## config.mk

```make
export PLATFORM = sky130hd
export DESIGN_NAME = bus_cmd_ctrl_flat
export DESIGN_NICKNAME = d
export VERILOG_FILES = /design/src/rtl/bus_cmd_ctrl_if.sv /design/src/rtl/bus_cmd_ctrl.sv /design/src/flat_wrapper.sv
export SDC_FILE = /design/constraint.sdc
export NUM_CORES = 1
export LEC_CHECK = 0
export BUFFER_PORTS_ARGS = -buffer_cell sky130_fd_sc_hd__buf_2
export CORE_ASPECT_RATIO = 1.1
export CORE_UTILIZATION = 39
export CTS_CLUSTER_DIAMETER = 80
export DETAILED_ROUTE_END_ITERATION = 8
export GPL_TIMING_DRIVEN = 0
export PLACE_DENSITY = 0.69
export SYNTH_ARGS = -nofsm -noshare
export SYNTH_HDL_FRONTEND = slang
export SYNTH_SLANG_ARGS = --single-unit
```

## constraint.sdc

```tcl
create_clock -name clk -period 1.72 [get_ports clk]
set_clock_uncertainty 0.1 [all_clocks]
set_input_delay 0.086 -clock clk [delete_from_list [all_inputs] [get_ports clk]]
set_output_delay 0.086 -clock clk [all_outputs]
set_load 0.005 [all_outputs]
```

## src/rtl/bus_cmd_ctrl_if.sv

```systemverilog
// Bus status in, ALE/transceiver/command strobes out, between the CPU core and the system bus.
interface bus_cmd_ctrl_if;
   logic [2:0] s_n;
   logic       ready;
   logic       aen_n;
   logic       ale;
   logic       den;
   logic       dtr;
   logic       mrdc_n;
   logic       mwtc_n;
   logic       amwc_n;
   logic       iorc_n;
   logic       iowc_n;
   logic       aiowc_n;
   logic       inta_n;
   logic       busy;

   // CPU side: drives status, ready and address enable.
   modport master (
      output s_n, ready, aen_n,
      input  ale, den, dtr, mrdc_n, mwtc_n, amwc_n, iorc_n, iowc_n, aiowc_n, inta_n, busy
   );

   // Controller side.
   modport slave (
      input  s_n, ready, aen_n,
      output ale, den, dtr, mrdc_n, mwtc_n, amwc_n, iorc_n, iowc_n, aiowc_n, inta_n, busy
   );
endinterface

```

## src/rtl/bus_cmd_ctrl.sv

```systemverilog
// 8288-style max-mode bus command controller: decodes CPU status into ALE, transceiver
// controls and command strobes, with forced wait states and external ready.
module bus_cmd_ctrl #(
   parameter int unsigned MEM_WAITS = 0,
   parameter int unsigned IO_WAITS  = 1
) (
   input logic           clk,
   input logic           rst,
   bus_cmd_ctrl_if.slave bus
);

   typedef enum logic [2:0] {StIdle, StT1, StT2, StT3, StTw, StT4} state_e;

   localparam logic [2:0] LpMemWaits = 3'(MEM_WAITS);
   localparam logic [2:0] LpIoWaits  = 3'(IO_WAITS);
   localparam logic [2:0] LpPassive  = 3'b111;
   localparam logic [2:0] LpHalt     = 3'b011;

   state_e     r_state, w_state_d;
   logic [2:0] r_s_q;
   logic [2:0] r_type, w_type_d;
   logic [2:0] r_wcnt, w_wcnt_d;
   logic       w_start;

   logic r_ale, r_den, r_dtr;
   logic r_mrdc_n, r_mwtc_n, r_amwc_n, r_iorc_n, r_iowc_n, r_aiowc_n, r_inta_n;
   logic w_ale_d, w_den_d, w_dtr_d;
   logic w_mrdc_n_d, w_mwtc_n_d, w_amwc_n_d, w_iorc_n_d, w_iowc_n_d, w_aiowc_n_d, w_inta_n_d;

   // Only a passive->active edge of the registered status starts a cycle.
   assign w_start = (r_s_q == LpPassive) && (bus.s_n != LpPassive);

   // Next-state: bus phase sequencing, wait counter and cycle-type latch.
   always_comb begin
      w_state_d = r_state;
      w_type_d  = r_type;
      w_wcnt_d  = r_wcnt;
      unique case (r_state)
         StIdle: begin
            if (w_start) begin
               w_state_d = StT1;
               w_type_d  = bus.s_n;
            end
         end
         StT1: begin
            if (r_type == LpHalt) begin
               w_state_d = StIdle;
            end else begin
               w_state_d = StT2;
               w_wcnt_d  = r_type[2] ? LpMemWaits : LpIoWaits;
            end
         end
         StT2: w_state_d = StT3;
         StT3, StTw: begin
            // Forced waits are consumed before ready is looked at.
            if (r_wcnt != 3'd0) begin
               w_wcnt_d  = r_wcnt - 3'd1;
               w_state_d = StTw;
            end else if (!bus.ready) begin
               w_state_d = StTw;
            end else begin
               w_state_d = StT4;
            end
         end
         StT4:    w_state_d = StIdle;
         default: w_state_d = StIdle;
      endcase
   end

   // Output decode from the next state so every output comes straight from a flop.
   always_comb begin
      logic w_cmd, w_late, w_act, w_rd;
      w_cmd  = (w_state_d == StT2) || (w_state_d == StT3) || (w_state_d == StTw);
      w_late = (w_state_d == StT3) || (w_state_d == StTw);
      w_act  = (w_state_d != StIdle);
      w_rd   = (w_type_d == 3'b000) || (w_type_d == 3'b001) ||
               (w_type_d == 3'b100) || (w_type_d == 3'b101);
      w_ale_d     = (w_state_d == StT1);
      w_den_d     = w_cmd;
      w_dtr_d     = !(w_act && w_rd);
      w_mrdc_n_d  = !(w_cmd && (w_type_d == 3'b100 || w_type_d == 3'b101));
      w_amwc_n_d  = !(w_cmd && (w_type_d == 3'b110));
      w_mwtc_n_d  = !(w_late && (w_type_d == 3'b110));
      w_iorc_n_d  = !(w_cmd && (w_type_d == 3'b001));
      w_aiowc_n_d = !(w_cmd && (w_type_d == 3'b010));
      w_iowc_n_d  = !(w_late && (w_type_d == 3'b010));
      w_inta_n_d  = !(w_cmd && (w_type_d == 3'b000));
   end

   // State, status sample and registered outputs; reset aborts any cycle in flight.
   always_ff @(posedge clk) begin
      if (!rst) begin
         r_state   <= StIdle;
         r_s_q     <= LpPassive;
         r_type    <= LpPassive;
         r_wcnt    <= 3'd0;
         r_ale     <= 1'b0;
         r_den     <= 1'b0;
         r_dtr     <= 1'b1;
         r_mrdc_n  <= 1'b1;
         r_mwtc_n  <= 1'b1;
         r_amwc_n  <= 1'b1;
         r_iorc_n  <= 1'b1;
         r_iowc_n  <= 1'b1;
         r_aiowc_n <= 1'b1;
         r_inta_n  <= 1'b1;
      end else begin
         r_state   <= w_state_d;
         r_s_q     <= bus.s_n;
         r_type    <= w_type_d;
         r_wcnt    <= w_wcnt_d;
         r_ale     <= w_ale_d;
         r_den     <= w_den_d;
         r_dtr     <= w_dtr_d;
         r_mrdc_n  <= w_mrdc_n_d;
         r_mwtc_n  <= w_mwtc_n_d;
         r_amwc_n  <= w_amwc_n_d;
         r_iorc_n  <= w_iorc_n_d;
         r_iowc_n  <= w_iowc_n_d;
         r_aiowc_n <= w_aiowc_n_d;
         r_inta_n  <= w_inta_n_d;
      end
   end

   // While DMA owns the bus, commands are gated off after the flops; sequencing runs on.
   assign bus.ale     = r_ale;
   assign bus.den     = r_den;
   assign bus.dtr     = r_dtr;
   assign bus.mrdc_n  = r_mrdc_n  | bus.aen_n;
   assign bus.mwtc_n  = r_mwtc_n  | bus.aen_n;
   assign bus.amwc_n  = r_amwc_n  | bus.aen_n;
   assign bus.iorc_n  = r_iorc_n  | bus.aen_n;
   assign bus.iowc_n  = r_iowc_n  | bus.aen_n;
   assign bus.aiowc_n = r_aiowc_n | bus.aen_n;
   assign bus.inta_n  = r_inta_n  | bus.aen_n;
   assign bus.busy    = (r_state != StIdle);

endmodule

```

## src/flat_wrapper.sv

```systemverilog
// flat-port wrapper written by rule: the top's interface ports become plain ports
module bus_cmd_ctrl_flat 
#(
   parameter int unsigned MEM_WAITS = 0,
   parameter int unsigned IO_WAITS  = 1
)
  (clk, rst, bus_s_n, bus_ready, bus_aen_n, bus_ale, bus_den, bus_dtr, bus_mrdc_n, bus_mwtc_n, bus_amwc_n, bus_iorc_n, bus_iowc_n, bus_aiowc_n, bus_inta_n, bus_busy);
  bus_cmd_ctrl_if bus_i ();
  input logic clk;
  input logic rst;
  input wire logic [$bits(bus_i.s_n)-1:0] bus_s_n;
  input wire logic [$bits(bus_i.ready)-1:0] bus_ready;
  input wire logic [$bits(bus_i.aen_n)-1:0] bus_aen_n;
  output wire logic [$bits(bus_i.ale)-1:0] bus_ale;
  output wire logic [$bits(bus_i.den)-1:0] bus_den;
  output wire logic [$bits(bus_i.dtr)-1:0] bus_dtr;
  output wire logic [$bits(bus_i.mrdc_n)-1:0] bus_mrdc_n;
  output wire logic [$bits(bus_i.mwtc_n)-1:0] bus_mwtc_n;
  output wire logic [$bits(bus_i.amwc_n)-1:0] bus_amwc_n;
  output wire logic [$bits(bus_i.iorc_n)-1:0] bus_iorc_n;
  output wire logic [$bits(bus_i.iowc_n)-1:0] bus_iowc_n;
  output wire logic [$bits(bus_i.aiowc_n)-1:0] bus_aiowc_n;
  output wire logic [$bits(bus_i.inta_n)-1:0] bus_inta_n;
  output wire logic [$bits(bus_i.busy)-1:0] bus_busy;
  assign bus_i.s_n = bus_s_n;
  assign bus_i.ready = bus_ready;
  assign bus_i.aen_n = bus_aen_n;
  assign bus_ale = bus_i.ale;
  assign bus_den = bus_i.den;
  assign bus_dtr = bus_i.dtr;
  assign bus_mrdc_n = bus_i.mrdc_n;
  assign bus_mwtc_n = bus_i.mwtc_n;
  assign bus_amwc_n = bus_i.amwc_n;
  assign bus_iorc_n = bus_i.iorc_n;
  assign bus_iowc_n = bus_i.iowc_n;
  assign bus_aiowc_n = bus_i.aiowc_n;
  assign bus_inta_n = bus_i.inta_n;
  assign bus_busy = bus_i.busy;
  bus_cmd_ctrl #(.MEM_WAITS(MEM_WAITS), .IO_WAITS(IO_WAITS)) u_core (.clk(clk), .rst(rst), .bus(bus_i));
endmodule
```

==> After elaboration in Yosys (flattened, before gate mapping) <==
Cells that the tools add are included.
{ "totals": {"wordCells": 83, "mem_bits_rw": 0, "register_bits": 22, "rom_bits": 0, "latch_bits": 0, "inputBits": 7, "n_memories": 0, "output_inout_bits": 11} }
{ "op_classes": {"n_eq_ne": 18, "reduce_logical": 32, "div": 0, "bitwise_logic": 7, "multipliers": 0, "n_shift": 0, "n_addsub": 1, "n_mux": 11, "order_cmp": 0} }
{ "op_table": {"columns": ["cell", "count"], "rows": [
  ["== test 3 x 2 -> 1 bit, second input constant", 6],
  ["== test 3 bit, second input constant", 6],
  ["2-to-1 mux 3 bit", 6],
  ["one-hot mux 3 bit (4 select lines)", 1],
  ["== test 3 x 1 -> 1 bit, second input constant", 3],
  ["logical AND 1 bit", 9],
  ["nonzero test 3 bit", 3],
  ["zero test 1 bit", 8],
  ["logical OR 1 bit", 7],
  ["OR 1 bit", 7],
  ["zero test 3 bit", 2],
  ["one-hot mux 3 bit (2 select lines)", 1],
  ["!= test 3 bit, second input constant", 1],
  ["AND reduction 3 bit", 1],
  ["subtractor 3 x 1 -> 3 bit, second input constant", 1],
  ["2-to-1 mux 1 bit", 2],
  ["2-to-1 mux 2 bit", 1],
  ["!= test 2 x 1 -> 1 bit, second input constant", 1],
  ["!= test 2 bit, second input constant", 1],
  ["nonzero test 2 bit", 1],
  ["OR reduction 2 bit", 1]
]} }

==> Longest topological paths before layout <==
{ "logic_depth": {"word_depth": 10, "ltp_mapped": 6, "depth_no_buf": 6} }

==> Worst setup path after synthesis <==
OpenSTA, ideal clock, no wires.
{ "synth_timing": {"path_kind": "register to register", "startpoint": "register u_core.r_state[0]", "endpoint": "register u_core.r_mrdc_n", "period_less_slack_ns": 1.708, "setup_time_ns": 0.127, "slack_ns": 0.012, "arrival_time_ns": 1.481, "n_path_buf": 1, "stages_incl_launch_ff": 7, "path_cell_list": "dfxtp_1 > buf_4 > nor3_2 > inv_2 > or2_4 > o32a_2 > or3b_1"} }
{ "synth_via": {"elab_chain_len": 8} }
{ "synth_rtl": {"columns": ["item", "line_no", "source"], "rows": [
  ["start, declared", "bus_cmd_ctrl.sv:19", "state_e r_state, w_state_d;"],
  ["start signal, assigned", "bus_cmd_ctrl.sv:93", "r_state <= StIdle;"],
  ["start signal, assigned", "bus_cmd_ctrl.sv:108", "r_state <= w_state_d;"],
  ["== test 3 x 2 -> 1 bit / == test 3 bit (equally long branches)", "bus_cmd_ctrl.sv:38", "unique case (r_state)"],
  ["OR reduction 2 bit", "bus_cmd_ctrl.sv:38", null],
  ["one-hot mux 3 bit (4 select lines)", "bus_cmd_ctrl.sv:38", null],
  ["== test 3 x 2 -> 1 bit", "bus_cmd_ctrl.sv:73", "w_cmd = (w_state_d == StT2) || (w_state_d == StT3) || (w_state_d == StTw);"],
  ["logical OR 1 bit (2 in series)", "bus_cmd_ctrl.sv:73", null],
  ["logical AND 1 bit (*)", "bus_cmd_ctrl.sv:81", "w_mrdc_n_d = !(w_cmd && (w_type_d == 3'b100 || w_type_d == 3'b101));"],
  ["zero test 1 bit (*)", "bus_cmd_ctrl.sv:81", null],
  ["end signal, assigned", "bus_cmd_ctrl.sv:115", "r_mrdc_n <= w_mrdc_n_d;"],
  ["end, declared", "bus_cmd_ctrl.sv:26", "logic r_mrdc_n, r_mwtc_n, r_amwc_n, r_iorc_n, r_iowc_n, r_aiowc_n, r_inta_n;"]
]} }
Mark *: on every way between the ends. The rest lies on a longest branch, timed or not.
A chain may end at the register's enable or synchronous reset.

==> Worst setup path in the final report <==
{ "layout_timing": {"startpoint": "register u_core.r_state[1]", "endpoint": "register u_core.r_mrdc_n"} }
Same word-level chain as after synthesis.

==> impl_metrics.py <==
metrics = {
    "status": {
        "outcome": "finished clean",
    },
    "die": {
        "die_w_um": 49.5,
        "design.die.area_um2": 2690,
        "io_pins": 18,
        "core_um2": 2300,
        "initial_utilization": 0.422,
        "fp-row-count": 18,
        "die_h_um": 54.3,
    },
    "logic_synthesis": {
        "synth_top_area_frac": 0.455,
        "ys_seq_elements": 22,
        "yosys-top-cells-area": "dfxtp_1, or2_2, nand3_1, a211oi_1, nand2_1",
        "synth_top_cell_by_area": "dfxtp_1",
        "synth_area_um2": 968,
        "yosys_most_used_dff": "dfxtp_1",
        "synth.most_common_cell": "dfxtp_1",
        "synth-async-reset-ratio": 0,
        "ys_seq_area_frac": 0.455,
        "yosys_warnings": 0,
        "synth.avg_cell_area_um2": 9.22,
        "synth_cell_type_count": 37,
        "syn_inst": 105,
        "yosys-top-cells-count": "dfxtp_1, nand3_1, or2_2",
        "syn_nets": 114,
        "synth_edf_count": 0,
    },
    "detailed_routing": {
        "ant_nets": 0,
        "wl_met2_um": 980,
        "drt-pass1-iter-count": 5,
        "vias": 864,
        "wl_met3_um": 60,
        "via_per_inst": 5.33,
        "drc": 0,
        "routed_wl_mm": 1.95,
        "wl_met1_um": 845,
        "top_layer": "met4",
        "drt-initial-drc-count": 18,
        "wl_per_cell_um": 12.0,
    },
    "timing": {
        "fin_crit_sh": 0.991,
        "period_needed_ns": 1.70,
        "rsz0062_at_grt": "yes",
        "relSlewSlack": 0.599,
        "max_freq_mhz": 587,
        "fin_tns_setup_ns": 0,
        "finalHoldViolations": 0,
        "setup_viol": 0,
        "slew_violations": 0,
        "worstMarginPinSlew_ns": 0.598,
    },
    "power_and_ir_drop": {
        "clkPwrFrac": 0.317,
        "comb_power_share": 0.217,
        "power_frac_seq": 0.466,
        "finalPower_uw": 1230,
        "switching_share": 0.258,
        "leakagePower_uw": 0.000498,
        "internal_power_uw": 912,
        "vdd_drop_max_mv": 0.638,
        "power.density_nw_per_um2": 993,
        "power.switching_uw": 317,
    },
    "critical_path": {
        "crit_required_ns": 1.83,
        "cpPeakStageDelay_ns": 0.39,
        "worstPathArrival_ns": 1.81,
        "crit_path_end_kind": "flip-flop",
        "crit_chain": "nor3_4 > inv_2 > or2_4 > o32a_4 > or3b_1",
        "cp_max_fo": 7,
        "path_class": "flip-flop to flip-flop",
        "crit_slowest_cell": "dfxtp_4",
        "critPathLaunchType": "flip-flop",
    },
    "placement": {
        "io_buffers": 17,
        "place_area_um2": 1090,
        "place.gp.congestion": 0.837,
        "placed_cells": 152,
        "dpl.hpwl_mm": 1.38,
    },
    "grt": {
        "gr-total-overflow": 0,
        "grt_pass1_wl_mm": 3.53,
        "grt_pass1_vias": 838,
        "grt_antenna_before_repair": 0,
        "grt_util_all_layers": 0.180,
        "grt_max_degree": 14,
    },
    "final_layout": {
        "diodes": 0,
        "instances_no_fill": 162,
        "stdcell_area_um2": 1240,
        "syn_to_final_growth_pct": 27.8,
        "final_nets": 142,
        "drive_above_1_share": 0.364,
        "final_core_util": 0.539,
    },
    "clock_tree": {
        "clock_sinks": 22,
        "clock_latency_ns": 0.31,
        "clockRootBuffer": "clkbuf_4",
        "cts_tree": "built",
        "clockBufferDepth": 2,
        "clk_pin_slew_ns": 0.12,
        "cts_buffers": 3,
        "cts.htree.levels": 1,
    },
    "worst_hold_path": {
        "worstHoldPathType": "input pin to flip-flop",
    },
    "job": {
        "cap_violations": 0,
    },
}
==> final cells by class <==
class                      count  area [um^2]
inverter                       6         22.5
fill                         234         1060
clock inverter                 1         30.0
clock buffer                   3         22.5
tap                           30         37.5
sequential                    22          449
timing repair buffer          24          145
multi-input combinational     76          531
==> metal layers <==
metal / up-vias / track usage
met4: 0 / 0.114
met5: - / 0
met3: 9 / 0.0278
met2: 20 / 0.338
met1: 403 / 0.193
li1: 432 / -
==> critical path, delay by kind of cell, from the launching register on <==
kind,cells,cell delay [ns]
buffers and inverters,1,0.08
flip-flops,1,0.39
AO/OA/AOI/OAI,1,0.23
AND/OR/NAND/NOR,3,0.81
==> final timing paths <==
check | startpoint | to | slack [ns] | cells after the start
hold / removal | bus_s_n[1] | u_core.r_s_q[1]$_SDFF_PN1_ | 0.04 | 2
setup / recovery | u_core.r_state[1]$_SDFF_PN0_ | u_core.r_mrdc_n$_SDFF_PN1_ | 0.02 | 5
hold reg to reg | u_core.r_wcnt[2]$_SDFFE_PN0P_ | u_core.r_wcnt[2]$_SDFFE_PN0P_ | 0.38 | 2
setup reg to reg | u_core.r_state[1]$_SDFF_PN0_ | u_core.r_mrdc_n$_SDFF_PN1_ | 0.02 | 5
==> cells by family after synthesis <==
| family | Yosys count | synth area share |
|---|---|---|
| buf+inv | 7 | 0.0310 |
| fa+ha+maj | 2 | 0.0258 |
| flops | 22 | 0.455 |
| compound gates | 23 | 0.176 |
| simple gates | 50 | 0.301 |
| mux | 1 | 0.0116 |
==> per-stage QoR <==
stage,hold slack (ns),worst slack [ns]
2_1_floorplan,0.0479,0.0121
3_3_place_gp,0.255,-0.112
3_5_place_dp,0.260,-0.170
4_1_cts,0.0110,0.00160
5_1_grt,0.0270,-0.0530
6_report,0.0356,0.0163
==> sequential cells by signal, summed over array words and instances (netlist names) <==
register	flops
u_core.r_iorc_n	1
u_core.r_wcnt	3
u_core.r_type	3
u_core.bus.den	1
u_core.bus.ale	1
u_core.r_amwc_n	1
u_core.r_s_q	3
u_core.r_aiowc_n	1
u_core.r_mrdc_n	1
u_core.r_state	3
u_core.bus.dtr	1
u_core.r_iowc_n	1
u_core.r_inta_n	1
u_core.r_mwtc_n	1
==> layout by cell type (no fill, tap or decap), types with 2 or more instances in the layout <==
cell type,instances
a211oi_2,2
clkbuf_4,3
ha_1,2
dlygate4sd3_1,3
o32ai_1,2
a22o_2,2
nor2_1,7
nor2b_1,2
nand2_1,7
buf_2,17
o22ai_1,2
a211oi_1,2
inv_1,5
and3_1,2
dfxtp_4,2
buf_4,4
a21oi_1,3
nand2b_1,3
nand3_1,8
o21a_1,2
nand3b_1,3
dfxtp_1,19
or2_2,8
==> power groups by stage <==
stage / Sequential, uW / Clock [uW] / Combinational (uW)
global placement: 573 / 0 / 217
global route: 578 / 431 / 297
CTS: 572 / 398 / 261
detailed placement: 574 / 0 / 220
finish: 572 / 390 / 267
floorplan: 571 / 0 / 157
==> timing repair <==
| action | in CTS | in global routing |
|---|---|---|
| gates resized for setup | 8 | 3 |
| endpoints found under the setup margin | 7 | 5 |
| pin swaps | 2 | 0 |
| hold endpoints to repair | 6 | 0 |
| hold buffers | 3 | 0 |
| setup buffers | 4 | 0 |
| cloned | 0 | 0 |
Note: power is estimated with default switching activity, not from simulation.
